===== config.mk =====
export PLATFORM = sky130hd
export DESIGN_NAME = mem_arbiter
export DESIGN_NICKNAME = d
export VERILOG_FILES = /design/src/rtl/mem_arbiter.sv
export SDC_FILE = /design/constraint.sdc
export NUM_CORES = 1
export LEC_CHECK = 0
export CORE_ASPECT_RATIO = 2
export CORE_MARGIN = 2
export CORE_UTILIZATION = 32
export CTS_CLUSTER_SIZE = 12
export DETAILED_ROUTE_END_ITERATION = 8
export GPL_TIMING_DRIVEN = 0
export PLACE_DENSITY = 0.61
export REMOVE_ABC_BUFFERS = 1
export SETUP_SLACK_MARGIN = 0.5
export SKIP_CTS_REPAIR_TIMING = 1
export SYNTH_ARGS = -nofsm -noshare
export SYNTH_HDL_FRONTEND = slang
export SYNTH_SLANG_ARGS = --single-unit

===== constraint.sdc =====
create_clock -name clk -period 2.9 [get_ports clk]
set_clock_uncertainty 0.15 [all_clocks]
set_input_delay 0.435 -clock clk [delete_from_list [all_inputs] [get_ports clk]]
set_output_delay 0.435 -clock clk [all_outputs]
set_load 0.01 [all_outputs]

===== src/rtl/mem_arbiter.sv =====
// rtl/mem_arbiter.sv - two-requester arbiter and sequencer for the single-port main memory
//
// Purpose:
//   Requester 0 (data-cache miss/write-back) and requester 1 (instruction
//   fetch) share one single-port memory. One requester is granted at a time.
//   The arbiter holds the address, strobe and write data for MEM_LAT cycles,
//   captures read data on the last access cycle, and then pulses done for
//   one cycle.
//
// Parameters:
//   ADDR_W   address width
//   DATA_W   data width
//   MEM_LAT  memory access cycles per transaction (1..15)
//
// Ports:
//   clk                   system clock, rising edge
//   clr                   asynchronous active-low reset
//   req0/wr0/addr0/wdata0 requester 0 request, op (1=write), address, write data
//   gnt0/done0/rdata0     requester 0 grant, completion pulse, read data
//   req1/wr1/addr1/wdata1 requester 1 request, op (1=write), address, write data
//   gnt1/done1/rdata1     requester 1 grant, completion pulse, read data
//   mem_addr/mem_rd/mem_wr/mem_dout  memory address, strobes, write data
//   mem_din               memory read data
//
// Build option:
//   MEM_ARB_FIXED_PRIO_EN  when defined, requester 0 always wins ties and the
//                          round-robin pointer is removed.

module mem_arbiter #(
  parameter int ADDR_W  = 12,
  parameter int DATA_W  = 16,
  parameter int MEM_LAT = 2
) (
  input  logic              clk,
  input  logic              clr,
  input  logic              req0,
  input  logic              wr0,
  input  logic [ADDR_W-1:0] addr0,
  input  logic [DATA_W-1:0] wdata0,
  output logic              gnt0,
  output logic              done0,
  output logic [DATA_W-1:0] rdata0,
  input  logic              req1,
  input  logic              wr1,
  input  logic [ADDR_W-1:0] addr1,
  input  logic [DATA_W-1:0] wdata1,
  output logic              gnt1,
  output logic              done1,
  output logic [DATA_W-1:0] rdata1,
  output logic [ADDR_W-1:0] mem_addr,
  output logic              mem_rd,
  output logic              mem_wr,
  output logic [DATA_W-1:0] mem_dout,
  input  logic [DATA_W-1:0] mem_din
);

  localparam logic [3:0] CNT_INIT = 4'(MEM_LAT - 1);

  typedef enum logic [1:0] {
    IDLE   = 2'd0,
    ACCESS = 2'd1,
    DONE   = 2'd2
  } state_t;

  state_t     state;
  logic [3:0] cnt;
  logic       win;    // requester currently owning the memory
  logic       pick1;  // requester 1 wins the arbitration this cycle
  logic       sel_wr;

`ifdef MEM_ARB_FIXED_PRIO_EN
  // Requester 0 always has precedence; 1 only wins when 0 is idle.
  assign pick1 = req1 && !req0;
`else
  logic last;  // requester served most recently
  // On a tie, the requester that was not served last wins.
  assign pick1 = req1 && (!req0 || !last);
`endif

  assign sel_wr = pick1 ? wr1 : wr0;

  always_ff @(posedge clk or negedge clr) begin
    if (!clr) begin
      state    <= IDLE;
      cnt      <= 4'd0;
      win      <= 1'b0;
      gnt0     <= 1'b0;
      gnt1     <= 1'b0;
      done0    <= 1'b0;
      done1    <= 1'b0;
      rdata0   <= '0;
      rdata1   <= '0;
      mem_addr <= '0;
      mem_rd   <= 1'b0;
      mem_wr   <= 1'b0;
      mem_dout <= '0;
`ifndef MEM_ARB_FIXED_PRIO_EN
      last     <= 1'b1;
`endif
    end else begin
      case (state)
        IDLE: begin
          if (req0 || req1) begin
            win      <= pick1;
            gnt0     <= !pick1;
            gnt1     <= pick1;
            mem_addr <= pick1 ? addr1 : addr0;
            mem_dout <= pick1 ? wdata1 : wdata0;
            mem_wr   <= sel_wr;
            mem_rd   <= !sel_wr;
            cnt      <= CNT_INIT;
            state    <= ACCESS;
          end
        end

        ACCESS: begin
          if (cnt == 4'd0) begin
            // Last access cycle: mem_din is valid for a read now.
            if (mem_rd) begin
              if (win) rdata1 <= mem_din;
              else     rdata0 <= mem_din;
            end
            mem_rd <= 1'b0;
            mem_wr <= 1'b0;
            done0  <= !win;
            done1  <= win;
            state  <= DONE;
          end else begin
            cnt <= cnt - 4'd1;
          end
        end

        DONE: begin
          done0 <= 1'b0;
          done1 <= 1'b0;
          gnt0  <= 1'b0;
          gnt1  <= 1'b0;
`ifndef MEM_ARB_FIXED_PRIO_EN
          last  <= win;
`endif
          state <= IDLE;
        end

        default: begin
          state  <= IDLE;
          gnt0   <= 1'b0;
          gnt1   <= 1'b0;
          done0  <= 1'b0;
          done1  <= 1'b0;
          mem_rd <= 1'b0;
          mem_wr <= 1'b0;
        end
      endcase
    end
  end

endmodule


* Word-level counts from Yosys, hierarchy flattened
Cells that the tools add are included.
** Storage, ports and cells
- Register bits :: 74
- Input port bits :: 78
- Output and inout port bits :: 66
** Operators by class
- Add/sub/neg operators :: 1
- Eq/ne operators :: 5
- Muxes and demuxes :: 22
- Bitwise logic cells :: 4
- Reductions and logical operators :: 19
** Operator list (count)
- 2-to-1 mux 16 bit :: 1
- 2-to-1 mux 12 bit :: 1
- 2-to-1 mux 1 bit :: 8
- 2-to-1 mux 4 bit :: 2
- case mux 1 bit (2 select lines) :: 4
- case mux 4 bit (2 select lines) :: 1
- AND reduction 2 bit :: 4
- AND reduction 4 bit :: 2
- != test 2 bit (second input constant) :: 3
- case mux 1 bit (3 select lines) :: 2
- AND reduction 3 bit :: 2
- zero test 1 bit :: 5
- zero test 4 bit :: 1
- 2-to-1 mux 2 bit :: 2
- NOT 1 bit :: 4
- case mux 2 bit (2 select lines) :: 1
- subtractor 4 x 1 -> 4 bit (second input constant) :: 1
- == test 2 x 1 -> 1 bit (second input constant) :: 1
- == test 2 bit (second input constant) :: 1
- zero test 2 bit :: 1
- logical OR 1 bit :: 2
- nonzero test 2 bit :: 1
- logical AND 1 bit :: 1

* Longest topological paths before layout
Gate-level depths: netlist of run 1.
- Depth in word-level cells :: 7
- Depth in mapped cells :: 7
- Mapped depth without buffers :: 5

* Worst setup path after synthesis of run 1
Ideal clock, no wire load.
- Path type :: register to register
- From :: register cnt[0]
- To :: register rdata1[10]
- Setup time :: 0.125 ns
- Arrival time :: 1.926 ns
- Path slack :: 0.699 ns
- Stages on the path, launching flop included :: 8
- Period minus slack after synthesis :: 2.201 ns
- Cell sequence :: dfrtp_1 inv_1 ha_1 or3b_1 buf_2 nor3_4 buf_8 mux2_4
** On the way
- Word-level cells in the longest chain between the ends :: 2
** Ends and longest elaborated chain
- from (decl) :: RTL line 66 : logic [3:0] cnt;
- from (signal assigned) :: RTL line 129 : cnt <= cnt - 4'd1;
- zero test 4 bit :: RTL line 117 : if (cnt == 4'd0) begin
- AND reduction 4 bit (no line)
- to (signal assigned) :: RTL line 120 : if (win) rdata1 <= mem_din;
- to (decl) :: RTL line 49 : output logic [DATA_W-1:0] rdata1,
Every way passes these cells.
A chain may end at the register's enable or synchronous reset.

* Worst setup path in the final report of run 1
- From :: register cnt[0]
- To :: register rdata1[4]
Same word-level chain as after synthesis.

==> flow_metrics.env, run 1 <==
export IMPL_power_density_nw_per_um2=1070
export IMPL_core_area_um2=9760
export IMPL_whs_path_depth=1
export IMPL_worst_ep_arrival_time_ps=2290
export IMPL_whs_endpoint="rdata0[14]"
export IMPL_whs_ps=351
export IMPL_num_rows=51
export IMPL_clockBufferDepth=2
export IMPL_crit_required_ps=2960
export IMPL_h_tree_depth=3
export IMPL_grt_max_degree=40
export IMPL_cp_end_kind="flip-flop"
export IMPL_tns_ps=0
export IMPL_die_area_um2=10900
export IMPL_reg2reg_from="cnt[0]"
export IMPL_nets=466
export IMPL_area_delta_synth_final_pct=61.9
export IMPL_worstMarginPinSlew_ps=626
export IMPL_synth_edf_count=0
export IMPL_grt_usage=0.168
export IMPL_antenna_found_initial=0
export IMPL_relSlewSlack=0.581
export IMPL_portBuffers=143
export IMPL_firstDrtPassIters=4
export IMPL_fmax_ghz=0.450
export IMPL_worstRegToRegCells=6
export IMPL_power_mw=5.58
export IMPL_die_x_um=74.8
export IMPL_ant_nets=0
export IMPL_dpl_cell_count=505
export IMPL_hpwl_mm=6.26
export IMPL_finalHoldViolations=0
export IMPL_cts_sinks=74
export IMPL_cts_tree="built"
export IMPL_period_minus_slack_ps=2220
export IMPL_diodes=0
export IMPL_syn_avg_cell_area_um2=13.3
export IMPL_final_cells=523
export IMPL_hold_class="flip-flop to flip-flop"
export IMPL_vias=2592
export IMPL_wl_per_cell_um=16.3
export IMPL_leakage_nw=2.28
export IMPL_post_route_period_util=0.766
export IMPL_yosys_warnings=0
export IMPL_die_h_um=146
export IMPL_ir_drop_uv=440
export IMPL_cts_root_buf="clkbuf_16"
export IMPL_yosys_register_bits=74
export IMPL_cp_max_fo=16
export IMPL_ys_seq_area_frac=0.577
export IMPL_path_clk_slew_ps=60
export IMPL_setup_viol=0
export IMPL_r2r_slack_ps=680
export IMPL_async_reset_ff_frac=1.00
export IMPL_grt_pass1_wl_mm=13.7
export IMPL_yosys_area_top_type="dfrtp_1"
export IMPL_initial_utilization=0.329
export IMPL_ys_types=38
export IMPL_cp_start_kind="flip-flop"
export IMPL_reg2reg_to="rdata1[4]"
export IMPL_cts_buffers=9
export IMPL_synth_top_area_frac=0.569
export IMPL_drt_iter0_drc=56
export IMPL_overflow=0
export IMPL_ys_flop_type="dfrtp_1"
export IMPL_wl_mm=8.54
export IMPL_min_from="rdata0[14]"
export IMPL_vias_per_cell=4.96
export IMPL_synthTopCellsByCount="73 x dfrtp_1, 28 x a221o_1, 28 x and3_1"
export IMPL_worstSkewPairLatency_ps=330
export IMPL_grt_pass1_vias=2750
export IMPL_synth_area_top_cells="dfrtp_1 57%, a221o_1 8.7%, mux2_2 7.7%"
export IMPL_rsz0062_at_grt="no"
export IMPL_slew_violations=0
export IMPL_drive_gt1_frac=0.169
export IMPL_ioPinCount=144
export IMPL_run_status="complete, no violations"
export IMPL_cap_violations=0
export IMPL_synth_area_um2=3210
export IMPL_post_synth_top_count_cell="dfrtp_1"
export IMPL_synthCells=242
export IMPL_drc=0
export IMPL_path_class="flip-flop to flip-flop"
export IMPL_gp_congestion=0.767
## critical path: stages (launching register included)
cell and delay [ps]:
dfrtp_1 400, inv_1 120, ha_1 170, or3b_1 510
nor3_4 200, buf_12 200, mux2_2 340
## placed cells by master (no fill, tap or decap), types with 3 or more instances in the layout
master and count:
nand2_1 4, bufinv_16 3, a21oi_1 4, o21ai_0 4
mux2_2 22, dfrtp_1 73, nor2b_1 3, nor3_1 3
a2bb2oi_1 3, and3_1 28, a221o_1 28, nor2_1 3
mux2_4 10, clkbuf_16 9, nand3_1 6, clkdlybuf4s50_1 142
inv_1 5
## how the worst max path moves through the flow
stage,from,endpoint,slack (ps),cells after the start
4_1_cts,cnt[0],rdata1[3],70,5
6_report,cnt[0],rdata1[4],680,6
2_1_floorplan,state[1],mem_addr[0],270,3
3_5_place_dp,cnt[0],rdata1[3],70,5
5_1_grt,cnt[0],rdata0[14],530,5
3_3_place_gp,clr,mem_addr[1],-1320,1
## sequential cells by signal (all words and copies together), names as in the netlist
| signal | cells |
|---|---|
| mem_wr | 1 |
| gnt1 | 1 |
| mem_dout | 16 |
| done0 | 1 |
| mem_rd | 1 |
| cnt | 4 |
| last | 1 |
| win | 1 |
| gnt0 | 1 |
| done1 | 1 |
| rdata1 | 16 |
| state | 2 |
| mem_addr | 12 |
| rdata0 | 16 |
## stage by stage
stage / setup slack [ps] / util / area (um^2)
6_report: 677 / 0.532 / 5190
5_1_grt: 534 / 0.532 / 5190
4_1_cts: 74.7 / 0.528 / 5150
3_5_place_dp: 70.1 / 0.493 / 4810
3_3_place_gp: -1320 / 0.484 / 4720
2_1_floorplan: 266 / - / 3130
## routing by layer
layer | up-vias | wire length (um) | global-route usage
met5 | - | 0 | 0
met3 | 17 | 420 | 0.0360
met2 | 111 | 4660 | 0.292
met4 | 0 | 280 | 0.101
li1 | 1212 | - | -
met1 | 1252 | 3180 | 0.175
## kinds of logic (layout without fill, tap and decap cells)
| family | Yosys count | after routing | share of synthesized area |
|---|---|---|---|
| DFF | 74 | 74 | 0.577 |
| and+or+nand+nor | 62 | 62 | 0.122 |
| AOI/OAI and AO/OA | 51 | 51 | 0.138 |
| muxes | 32 | 32 | 0.124 |
| buffers and inverters | 21 | 170 | 0.0316 |
| adders and majority gates | 2 | 2 | 0.00780 |
## layout make-up
type / instances / area (um^2)
sequential: 74 / 1850
clock buffer: 9 / 225
multi-input combinational: 147 / 1280
clock inverter: 7 / 118
inverter: 5 / 18.8
timing repair buffer: 149 / 1540
tap: 132 / 165
fill: 868 / 4570
## power by group
| part | total (mW) | leakage, nW | switching [mW] | internal (mW) |
|---|---|---|---|---|
| Clock | 1.26 | 0.169 | 0.418 | 0.839 |
| Combinational | 2.46 | 1.20 | 0.983 | 1.48 |
| Sequential | 1.87 | 0.917 | 0.334 | 1.53 |
| Total | 5.58 | 2.28 | 1.73 | 3.85 |
Power figures use the tool's default switching activity.
==> run 2, diff against run 1 <==
--- a/config.mk
+++ b/config.mk
@@ -11,7 +11,7 @@
 export CTS_CLUSTER_SIZE = 12
 export DETAILED_ROUTE_END_ITERATION = 8
 export GPL_TIMING_DRIVEN = 0
-export PLACE_DENSITY = 0.61
+export PLACE_DENSITY = 0.64
 export REMOVE_ABC_BUFFERS = 1
 export SETUP_SLACK_MARGIN = 0.5
 export SKIP_CTS_REPAIR_TIMING = 1
==> constraint.sdc (replaced) <==
create_clock -name clk -period 1.8 [get_ports clk]
set_clock_uncertainty 0.15 [all_clocks]
set_input_delay 0.27 -clock clk [delete_from_list [all_inputs] [get_ports clk]]
set_output_delay 0.27 -clock clk [all_outputs]
set_load 0.01 [all_outputs]
==> run 2 against run 1 <==
Against the previous run:
- the flow now finishes with violations (negative hold slack, negative setup slack)
- sequential share of layout area decreased by 0.12 points
- non-clock buffer count rose by 26
- power up 58%
- hold slack got worse by 590 ps
- die area unchanged
- critical path type unchanged
- critical endpoint is now rdata1[7]
- largest cell class unchanged
- largest power group unchanged
- highest routed layer unchanged
==> flow_metrics.env, run 2 (same netlist as run 1, synthesis figures left out) <==
export IMPL_vias=2744
export IMPL_dpl_cell_count=505
export IMPL_num_rows=51
export IMPL_violations="negative hold slack, negative setup slack"
export IMPL_hold_class="input pin to async pin"
export IMPL_path_clk_slew_ps=60
export IMPL_slew_violations=0
export IMPL_h_tree_depth=3
export IMPL_cp_slowest_stage_delay_ps=420
export IMPL_post_route_period_util=1.20
export IMPL_met2_length_mm=5.01
export IMPL_portBuffers=143
export IMPL_rsz0062_at_grt="yes"
export IMPL_fillers=875
export IMPL_cp_start_kind="flip-flop"
export IMPL_final_common_cell="clkdlybuf4s50_1"
export IMPL_core_area_um2=9760
export IMPL_gp_congestion=0.767
export IMPL_cts_tree="built"
export IMPL_ioPinCount=144
export IMPL_overflow=0
export IMPL_grt_max_degree=40
export IMPL_cap_violations=0
export IMPL_run_status="complete, but fails checks"
export IMPL_clockBufferDepth=2
export IMPL_cp_end_kind="flip-flop"
export IMPL_whs_ps=-240
export IMPL_dp_worst_setup_slack_ps=-992
export IMPL_antenna_found_initial=0
export IMPL_diodes=0
export IMPL_cp_max_fo=8
export IMPL_crit_required_ps=1850
export IMPL_wl_mm=9.01
export IMPL_period_minus_slack_ps=2150
export IMPL_top_layer="met4"
export IMPL_relSlewSlack=0.663
export IMPL_initial_utilization=0.329
export IMPL_wl_met3_um=512
export IMPL_cts_sinks=74
export IMPL_finalHoldViolations=38
export IMPL_drc=0
export IMPL_final_cells=549
export IMPL_firstDrtPassIters=4
export IMPL_crit_buf_inv=2
export IMPL_wl_met1_mm=3.31
export IMPL_grt_pass1_vias=2739
export IMPL_path_class="flip-flop to flip-flop"
export IMPL_cts_root_buf="clkbuf_16"
export IMPL_nets=492
export IMPL_power_mw=8.82
export IMPL_grt_usage=0.160
export IMPL_hpwl_mm=6.23
export IMPL_top_regs="mem_dout: 16 flops, rdata0: 16 flops, rdata1: 16 flops"
export IMPL_worst_ep_arrival_time_ps=2210
export IMPL_worstMarginPinSlew_ps=506
export IMPL_die_area_um2=10900
export IMPL_drive_gt1_frac=0.422
export IMPL_wl_per_cell_um=16.4
export IMPL_cp_top_family="simple AND/OR/NAND/NOR gates"
export IMPL_worstSkewPairLatency_ps=320
export IMPL_grt_pass1_wl_mm=13.4
export IMPL_vias_per_cell=5.00
export IMPL_fmax_ghz=0.465
export IMPL_ant_nets=0
export IMPL_ir_drop_uv=974
export IMPL_leakage_nw=2.47
export IMPL_setup_viol=33
export IMPL_drt_iter0_drc=60
export IMPL_cts_buffers=9
export IMPL_setup_ws_ps=-352
export IMPL_area_delta_synth_final_pct=62.7
export IMPL_r2r_slack_ps=-350
export IMPL_power_density_nw_per_um2=1690
export IMPL_die_h_um=146
export IMPL_path_cells="inv_2 > ha_4 > or3b_4 > nor3_4 > clkbuf_16 > mux2_4"
export IMPL_die_x_um=74.8
export IMPL_tns_ps=-7280
export IMPL_final_cell_mix="74 x clkdlybuf4s50_1, 70 x dfrtp_1, 60 x clkbuf_2"
export IMPL_cpMaxStageDelayCell="dfrtp_1"
run 2: path summary, 6_finish.rpt:
check,from,end,depth (start not counted)
max in group asynchronous,clr,last,2
worst max-delay path,cnt[1],rdata1[7],6
min in group clk,req0,gnt0,3
worst max register to register,cnt[1],rdata1[7],6
worst min register to register,rdata0[0],rdata0[0],1
worst min-delay path,clr,rdata1[12],1
run 2: worst register-to-register path, stage by stage, from the launching register on:
cell and delay, ps:
dfrtp_1 420, inv_2 100, ha_4 130, or3b_4 420, nor3_4 280, clkbuf_16 240, mux2_4 300
run 2: final cells by class:
| class | instances | area (um^2) | share of cell area |
|---|---|---|---|
| repair buffers | 175 | 1480 | 0.283 |
| clock inverters | 2 | 35.0 | 0.00671 |
| inverters | 5 | 22.5 | 0.00431 |
| clock buffers | 14 | 264 | 0.0506 |
| multi-input cells | 147 | 1400 | 0.268 |
| well taps | 132 | 165 | 0.0316 |
| flip-flops and latches | 74 | 1860 | 0.356 |
run 2: layer usage:
layer,vias to the layer above,track usage
met1,1353,0.177
met3,13,0.0402
met5,-,0
met4,0,0.0768
met2,115,0.275
li1,1263,-
run 2: stage by stage:
| step | util | area [um^2] | hold slack [ps] |
|---|---|---|---|
| after detailed placement | 0.493 | 4810 | 124 |
| final | 0.535 | 5220 | -240 |
| after floorplan | - | 3130 | -176 |
| after CTS | 0.523 | 5110 | -226 |
| after global routing | 0.535 | 5220 | -207 |
| after global placement | 0.484 | 4720 | 338 |
run 2: power breakdown:
group | switching, mW | internal [mW]
registers | 0.558 | 2.48
clock network | 0.625 | 1.15
logic | 1.79 | 2.22
total | 2.97 | 5.84
